`src/rtl/regfile_client_dumper.sv`:
```
// regfile_client_dumper: reads a range of registers through the register
// file's client read port. Each word goes out as an (address, data) pair on a
// valid/ready handshake. Only one word is in flight at a time, and the block
// only reads the register file.
//
// Ports:
//   Clk, Rst    - clock; synchronous active-high reset
//   Start       - dump request, sampled only in IDLE
//   FirstAddr   - first register index of the dump
//   Count       - number of registers to dump (0 means 2**ADDR_W)
//   ClientAddr  - client read address to the register file
//   ClientData  - combinational client read data from the register file
//   OutAddr     - register index of the presented word
//   OutData     - register value of the presented word
//   OutValid    - OutAddr/OutData valid
//   OutReady    - downstream accepts when OutValid && OutReady
//   Busy        - dump in progress
//   Done        - one-cycle pulse after the last word is accepted
module regfile_client_dumper #(
    parameter int unsigned ADDR_W = 5,
    parameter int unsigned DATA_W = 32
) (
    input  logic              Clk,
    input  logic              Rst,
    input  logic              Start,
    input  logic [ADDR_W-1:0] FirstAddr,
    input  logic [ADDR_W:0]   Count,
    output logic [ADDR_W-1:0] ClientAddr,
    input  logic [DATA_W-1:0] ClientData,
    output logic [ADDR_W-1:0] OutAddr,
    output logic [DATA_W-1:0] OutData,
    output logic              OutValid,
    input  logic              OutReady,
    output logic              Busy,
    output logic              Done
);

    localparam int unsigned CNT_W = ADDR_W + 1;
    // Count of 0 encodes a full sweep of every register.
    localparam logic [CNT_W-1:0] FULL_CNT = CNT_W'(1) << ADDR_W;

    typedef enum logic [1:0] {
        IDLE  = 2'd0,
        FETCH = 2'd1,
        SEND  = 2'd2,
        FIN   = 2'd3
    } state_t;

    state_t             state_q;
    state_t             state_d;
    logic [CNT_W-1:0]   remaining_q;
    logic [CNT_W-1:0]   remaining_d;
    logic [ADDR_W-1:0]  client_addr_d;
    logic [ADDR_W-1:0]  out_addr_d;
    logic [DATA_W-1:0]  out_data_d;
    logic               out_valid_d;
    logic               busy_d;
    logic               done_d;
    logic               accept;
    logic               last_word;

    assign accept    = OutValid && OutReady;
    assign last_word = (remaining_q == CNT_W'(1));

    // State register.
    always_ff @(posedge Clk) begin
        if (Rst) begin
            state_q <= IDLE;
        end else begin
            state_q <= state_d;
        end
    end

    // Next-state logic.
    always_comb begin
        state_d = state_q;
        case (state_q)
            IDLE:    if (Start) state_d = FETCH;
            FETCH:   state_d = SEND;
            SEND:    if (accept) state_d = last_word ? FIN : FETCH;
            FIN:     state_d = IDLE;
            default: state_d = IDLE;
        endcase
    end

    // Next values for the registered outputs and the remaining-word counter.
    always_comb begin
        client_addr_d = ClientAddr;
        out_addr_d    = OutAddr;
        out_data_d    = OutData;
        out_valid_d   = OutValid;
        busy_d        = Busy;
        done_d        = 1'b0;
        remaining_d   = remaining_q;
        case (state_q)
            IDLE: begin
                if (Start) begin
                    client_addr_d = FirstAddr;
                    remaining_d   = (Count == '0) ? FULL_CNT : Count;
                    busy_d        = 1'b1;
                end
            end
            FETCH: begin
                // ClientAddr has been stable for a full cycle, so sample the word.
                out_data_d  = ClientData;
                out_addr_d  = ClientAddr;
                out_valid_d = 1'b1;
            end
            SEND: begin
                if (accept) begin
                    out_valid_d = 1'b0;
                    remaining_d = remaining_q - CNT_W'(1);
                    if (last_word) begin
                        done_d = 1'b1;
                    end else begin
                        // Address wraps silently at the top of the register file.
                        client_addr_d = ClientAddr + ADDR_W'(1);
                    end
                end
            end
            FIN: begin
                busy_d = 1'b0;
            end
            default: begin
                busy_d      = 1'b0;
                out_valid_d = 1'b0;
            end
        endcase
    end

    // Registered outputs. Reset drops any word that is in flight.
    always_ff @(posedge Clk) begin
        if (Rst) begin
            ClientAddr  <= '0;
            OutAddr     <= '0;
            OutData     <= '0;
            OutValid    <= 1'b0;
            Busy        <= 1'b0;
            Done        <= 1'b0;
            remaining_q <= '0;
        end else begin
            ClientAddr  <= client_addr_d;
            OutAddr     <= out_addr_d;
            OutData     <= out_data_d;
            OutValid    <= out_valid_d;
            Busy        <= busy_d;
            Done        <= done_d;
            remaining_q <= remaining_d;
        end
    end

endmodule

```
`config.mk`:
```
export PLATFORM = sky130hd
export DESIGN_NAME = regfile_client_dumper
export DESIGN_NICKNAME = d
export VERILOG_FILES = /design/src/rtl/regfile_client_dumper.sv
export SDC_FILE = /design/constraint.sdc
export NUM_CORES = 1
export LEC_CHECK = 0
export ABC_AREA = 0
export CAP_MARGIN = 20
export CORE_ASPECT_RATIO = 0.9
export CORE_MARGIN = 4
export CORE_UTILIZATION = 44
export CTS_BUF_LIST = sky130_fd_sc_hd__clkbuf_2
export DETAILED_ROUTE_END_ITERATION = 10
export PLACE_DENSITY = 0.91
export SLEW_MARGIN = 20
export SYNTH_ARGS = -nofsm -noshare
export SYNTH_HDL_FRONTEND = slang
export SYNTH_SLANG_ARGS = --single-unit
export TNS_END_PERCENT = 30
```
`constraint.sdc`:
```
create_clock -name Clk -period 2.05 [get_ports Clk]
set_input_delay 0.205 -clock Clk [delete_from_list [all_inputs] [get_ports Clk]]
set_output_delay 0.205 -clock Clk [all_outputs]
set_load 0.1 [all_outputs]
```
# --- Word-level counts from Yosys, hierarchy flattened ---
# Cells that the tools add are included.
# W data, S select, Z words.
word_totals:
  ff_bits: 53
  latch_bits: 0
  mem_bits_rw: 0
  mem_bits_ro: 0
  n_memories: 0
classes:
  addsub: 2
  multipliers: 0
  div: 0
  order_cmp: 0
  eq_ne: 7
  n_shift: 0
  muxes: 17
  bitwise: 2
  reduce_logical: 12
ops:
  columns: ["operator", "count"]
  rows:
  - ["$mux W6", 3]
  - ["$mux W5", 3]
  - ["$pmux W6 S2", 1]
  - ["$pmux W5 S2", 1]
  - ["$pmux W2 S4", 1]
  - ["$eq A6 B1 Y1 const B", 1]
  - ["$logic_not A6 Y1", 1]
  - ["$mux W2", 3]
  - ["$ne A2 B2 Y1 const B", 3]
  - ["$reduce_and A2 Y1", 3]
  - ["$reduce_bool A2 Y1", 3]
  - ["$sub A6 B1 Y6 const B", 1]
  - ["$add A5 B1 Y5 const B", 1]
  - ["$eq A2 B2 Y1 const B", 2]
  - ["$pmux W1 S2", 2]
  - ["$reduce_and A4 Y1", 1]
  - ["$mux W1", 3]
  - ["$reduce_and A3 Y1", 1]
  - ["$reduce_or A3 Y1", 1]
  - ["$eq A2 B1 Y1 const B", 1]
  - ["$logic_not A2 Y1", 1]
  - ["$not A1 Y1", 2]
  - ["$logic_and A1 B1 Y1", 1]

# --- Longest topological paths before layout ---
logic_depth:
  ltp_word: 4
  depth_mapped: 7
  mapped_depth_nobuf: 6

# --- Least setup slack after synthesis ---
# OpenSTA, ideal clock, no wires.
synth_timing:
  path_type: "flip-flop to flip-flop"
  from: "register OutValid"
  to: "register ClientAddr[0]"
  arrival_ns: 1.979
  t_required_ns: 1.976
  slack_ns: -0.003
  stages_incl_launch_ff: 5
  path_buffers: 0
  period_less_slack_ns: 2.053
  path_cell_list: "dfxtp_1 -> nand2_1 -> a2bb2oi_1 -> or4_1 -> a31oi_1"
synth_between:
  elab_chain_cells: 3
synth_rtl:
  columns: ["element", "line_no", "text"]
  rows:
  - ["from (decl)", "32", "output logic OutValid,"]
  - ["from (signal assigned)", "145", "OutValid <= out_valid_d;"]
  - ["$logic_and A1 B1 Y1", "62", "assign accept = OutValid && OutReady;"]
  - ["$ne A2 B2 Y1 (no line)", null, null]
  - ["$reduce_and A4 Y1 (no line)", null, null]
  - ["to (signal assigned)", "142", "ClientAddr <= client_addr_d;"]
  - ["to (decl)", "28", "output logic [ADDR_W-1:0] ClientAddr,"]
# Every way passes these cells.
# A chain may end at the register's enable or synchronous reset.

# --- Final worst setup path ---
layout_timing:
  from: "register state_q[0]"
  to: "register remaining_q[5]"
layout_between:
  elab_chain_cells: 3
  word_cells_on_any_way: 7
  cone_classes: "eq/ne (3); mux (1); reduce/logical (3)"
layout_rtl:
  columns: ["element", "line_no", "text"]
  rows:
  - ["from (decl)", "49", "state_t state_q;"]
  - ["from (signal assigned)", "70", "state_q <= state_d;"]
  - ["$eq A2 B2 Y1 / $logic_not A2 Y1 (equally long branches)", "95", "case (state_q)"]
  - ["$ne A2 B2 Y1 (no line) / $reduce_bool A2 Y1 (equally long branches)", null, null]
  - ["$reduce_and A3 Y1 (no line)", null, null]
  - ["to (signal assigned)", "148", "remaining_q <= remaining_d;"]
  - ["to (decl)", "51", "logic [CNT_W-1:0] remaining_q;"]
# Parallel ways exist; a longest one is shown, timed or not.

==> reports/results.env <==
STATUS='completed'
NUMBER_OF_ANTENNA_VIOLATIONS_AT_THE_FIRST_CHECK_IN_GLOBAL_ROUTING=0
TIMING_WORST_SETUP_PATH_TYPE='reg2reg'
INITIAL_CORE_UTIL=0.454
SYN-CELL-AREA_UM2=2200
PLACE_CONGESTION=0.909
CTS-RESIZED-GATES=0
TIMING.FINAL.HOLD_VIOLATIONS=0
FIRST_GLOBAL_VIAS=1988
NUMPORTBUFFERS=91
MIN_PERIOD_OVER_PERIOD=0.822
GRT_START_MAX_NET_PINS=38
WIRE_PER_INST_UM=13.9
PLACE.DETAILED.HPWL_UM=4260
WORSTSETUPENDPOINTTYPE='register'
SW_FRAC_OF_TOTAL=0.391
YOSYS_WARNINGS=0
VIAS=2220
WORSTPATHREQUIRED_PS=2400
NET-SWITCHING-POWER_mW=0.896
R2R_START='state_q[0]'
TIMING.RR.END='remaining_q[5]'
GRT_SETUP_UNREPAIRED='false'
AREA_GROWTH_PCT=39.5
SYN-INSTANCE-COUNT=276
WORSTHOLDPATHTYPE='in2reg'
TRITONCTS_CLOCK_TREE='yes'
CRIT_ARRIVAL_PS=2030
TIMING.MAX_SLEW.REL_SLACK=0.586
STATIC-LEAKAGE-POWER_nW=1.18
CORE_REGION_AREA_UM2=4830
GRT_REMAINING_OVERFLOW=0
CTS_SETUP_BUFFERS=0
FRACTION_OF_FINAL_LAYOUT_CELLS_WITH_DRIVE_STRENGTH_GREATER_THAN_1=0.175
WORST-SLEW-PIN-TRANSITION_PS=621
TRACK_USAGE=0.185
DRTANTENNAVIOLNETS=0
CLOCK_POWER_SHARE=0.167
FINALSETUPVIOLATIONS=0
FP.DIEAREA_UM2=6190
HP-START='Rst'
CLOCK-SKEW-FINAL_PS=13.3
SETUP.WORST_PATH.START_CLASS='register'
FILLERS=428
P_SEQ_FRAC=0.502
DR.FIRST_ITER.DRC_COUNT=116
FINAL_STANDARD_CELL_UTILIZATION_OF_THE_CORE=0.634
H-TREE-DEPTH=2
CLOCK-ROOT-BUFFER='sky130_fd_sc_hd__clkbuf_2'
DIE_W_UM=82.5
FINAL.SETUP.TNS_PS=0
MAX_CAP_VIOL_COUNT=0
CRIT_CHAIN='nand2b_4 -> a2bb2oi_1 -> buf_4 -> nor2_1 -> a32o_1'
SYNTH_SEQ_AREA_SHARE=0.483
POSTCTSHOLDBUFS=0
WORST_HOLD_PATH.ENDPOINT='OutAddr[4]'
CTS_SINKS=53
CLK-INSERTION-DELAY-LATE_PS=410
VERTICAL_DIE_DIMENSION_UM=75.0
POWERDENSITY_nW_PER_UM2=747
CLKTRANSATPATHREGS_PS=250
WORST_R2R_PATH_DEPTH=5
POSTSYNTHREGISTERBITS=53
REG2REG_SETUP_SLACK_PS=370
INTERNAL_CELL_POWER_mW=1.39
TOTALPOWERFINAL_mW=2.29
VIASPERCELL=5.24
PATH_DELAY_FAMILY='compound AO/OA/AOI/OAI gates'
CP-STARTPOINT='state_q[0]'
FLOORPLAN.IO_PINS=92
CTS_MADE_BUFFERS=5
ANTENNA-DIODE-COUNT=0
SYN-MEAN-INSTANCE-AREA_UM2=7.96
FIN_CRIT_PS=1680
FP-ROW-COUNT=24
SYNTH_CELL_TYPE_COUNT=42
COMB_POWER_SHARE=0.331
SYN_NETS=326
CTS_MAX_PATH_BUFFERS=2
MAX_FREQ_MHz=594
TIMING.HOLD.WORST_PATH_DEPTH=2
CRITICAL_PATH.MAX_STAGE_DELAY_PS=510
DRC_ERRORS=0
DRV_SLEW=0
CRITICAL_PATH.SLOWEST_CELL='sky130_fd_sc_hd__dfxtp_1'
CRITPATHMAXFANOUT=10
FIRST_PASS_ITERS=4
WL_UM=5910
CRITPATHBUFINV=1
NET_TOTAL_IN_THE_FINAL_LAYOUT=409
FIRST_PASS_GRT_WIRE_LENGTH_UM=8820
IR_DROP_uV=348
-- how the worst max path moves through the flow --
stage / endpoint / cells after the start / slack, ps
final: remaining_q[5] / 5 / 370
after global routing: remaining_q[5] / 5 / 240
after CTS: remaining_q[5] / 5 / 380
after detailed placement: remaining_q[5] / 5 / 230
after global placement: remaining_q[5] / 5 / 240
after floorplan: ClientAddr[3] / 4 / 2
-- sequential cells by signal, summed over array words and instances (netlist names) --
signal / cells
Done: 1
OutData: 32
OutAddr: 5
state_q: 2
ClientAddr: 5
Busy: 1
remaining_q: 6
OutValid: 1
-- layout make-up --
class | count | area [µm²] | area share
timing repair buffer | 96 | 843 | 0.275
multi-input combinational | 198 | 1020 | 0.334
sequential | 53 | 1060 | 0.347
inverter | 5 | 18.8 | 0.00612
clock inverter | 2 | 11.3 | 0.00367
tap | 65 | 81.3 | 0.0265
clock buffer | 5 | 25.0 | 0.00816
-- synth_stat cells (all sizes together) --
library cell  number  area, µm²
or3                4       30.0
mux2i              1       10.0
dfxtp             53       1060
nor3               6       35.0
nand2b             5       38.8
nor4b              1       8.76
nand3b             1       7.51
nand3              6       30.0
o2bb2ai            4       35.0
or4                1       7.51
nand2             82        308
a31o               1       8.76
or2b               1       7.51
and2b              1       7.51
and2               1       6.26
a2bb2o             1       10.0
o41ai              1       8.76
buf               11       61.3
a2bb2oi            1       8.76
o21ai              6       30.0
nor3b              1       7.51
a31oi              3       18.8
a2111oi            1       15.0
nor2              10       37.5
nand4              1       6.26
o311ai             2       17.5
a21oi             48        240
o211ai             1       7.51
a32o               1       10.0
ha                 3       37.5
clkbuf             9       35.0
a211oi             1       7.51
inv                5       18.8
a311oi             1       8.76
o2111ai            1       8.76
-- per-layer routing --
layer / GRT usage / part of all wire / vias up
met4: 0.0793 / 0.020 / 0
met1: 0.218 / 0.41 / 1012
met3: 0.0538 / 0.11 / 11
met2: 0.315 / 0.47 / 100
li1: - / - / 1097
met5: 0 / 0 / -
-- placed cells by master, fill, tap and decap left out, drive strengths merged, types with 2 or more instances in the layout --
cell type	instances
a31oi	3
nand2b	5
nand2	82
nor2	10
clkbuf	5
or3	4
o21ai	6
nor3	6
inv	5
o311ai	2
o2bb2ai	4
clkdlybuf4s50	45
dfxtp	53
a21oi	48
ha	3
buf	51
nand3	6
-- kinds of logic after synthesis --
family                   after synthesis  share of synthesized area
AND/OR/NAND/NOR                      121                      0.245
AO/OA/AOI/OAI                         73                      0.198
flip-flops                            53                      0.483
buffers and inverters                 25                     0.0524
adder cells (fa/ha/maj)                3                     0.0171
multiplexers                           1                    0.00456
-- stage by stage --
stage          hold WS, ps  worst slack, ps  std cells  instance area, µm²
3_5_place_dp           447              230        417                3030
2_1_floorplan          341             2.10        276                2200
4_1_cts                274              381        424                3070
3_3_place_gp           443              244        417                3030
6_report               294              365        424                3070
5_1_grt                257              237        424                3070
-- power by group through the flow --
stage          Sequential (mW)  Combinational [mW]  Clock, mW
2_1_floorplan             1.50               0.207          0
3_3_place_gp              1.16               0.749          0
3_5_place_dp              1.17               0.759          0
4_1_cts                   1.15               0.760      0.402
5_1_grt                   1.16               0.800      0.431
6_report                  1.15               0.758      0.383
(Power assumes the default switching activity.)
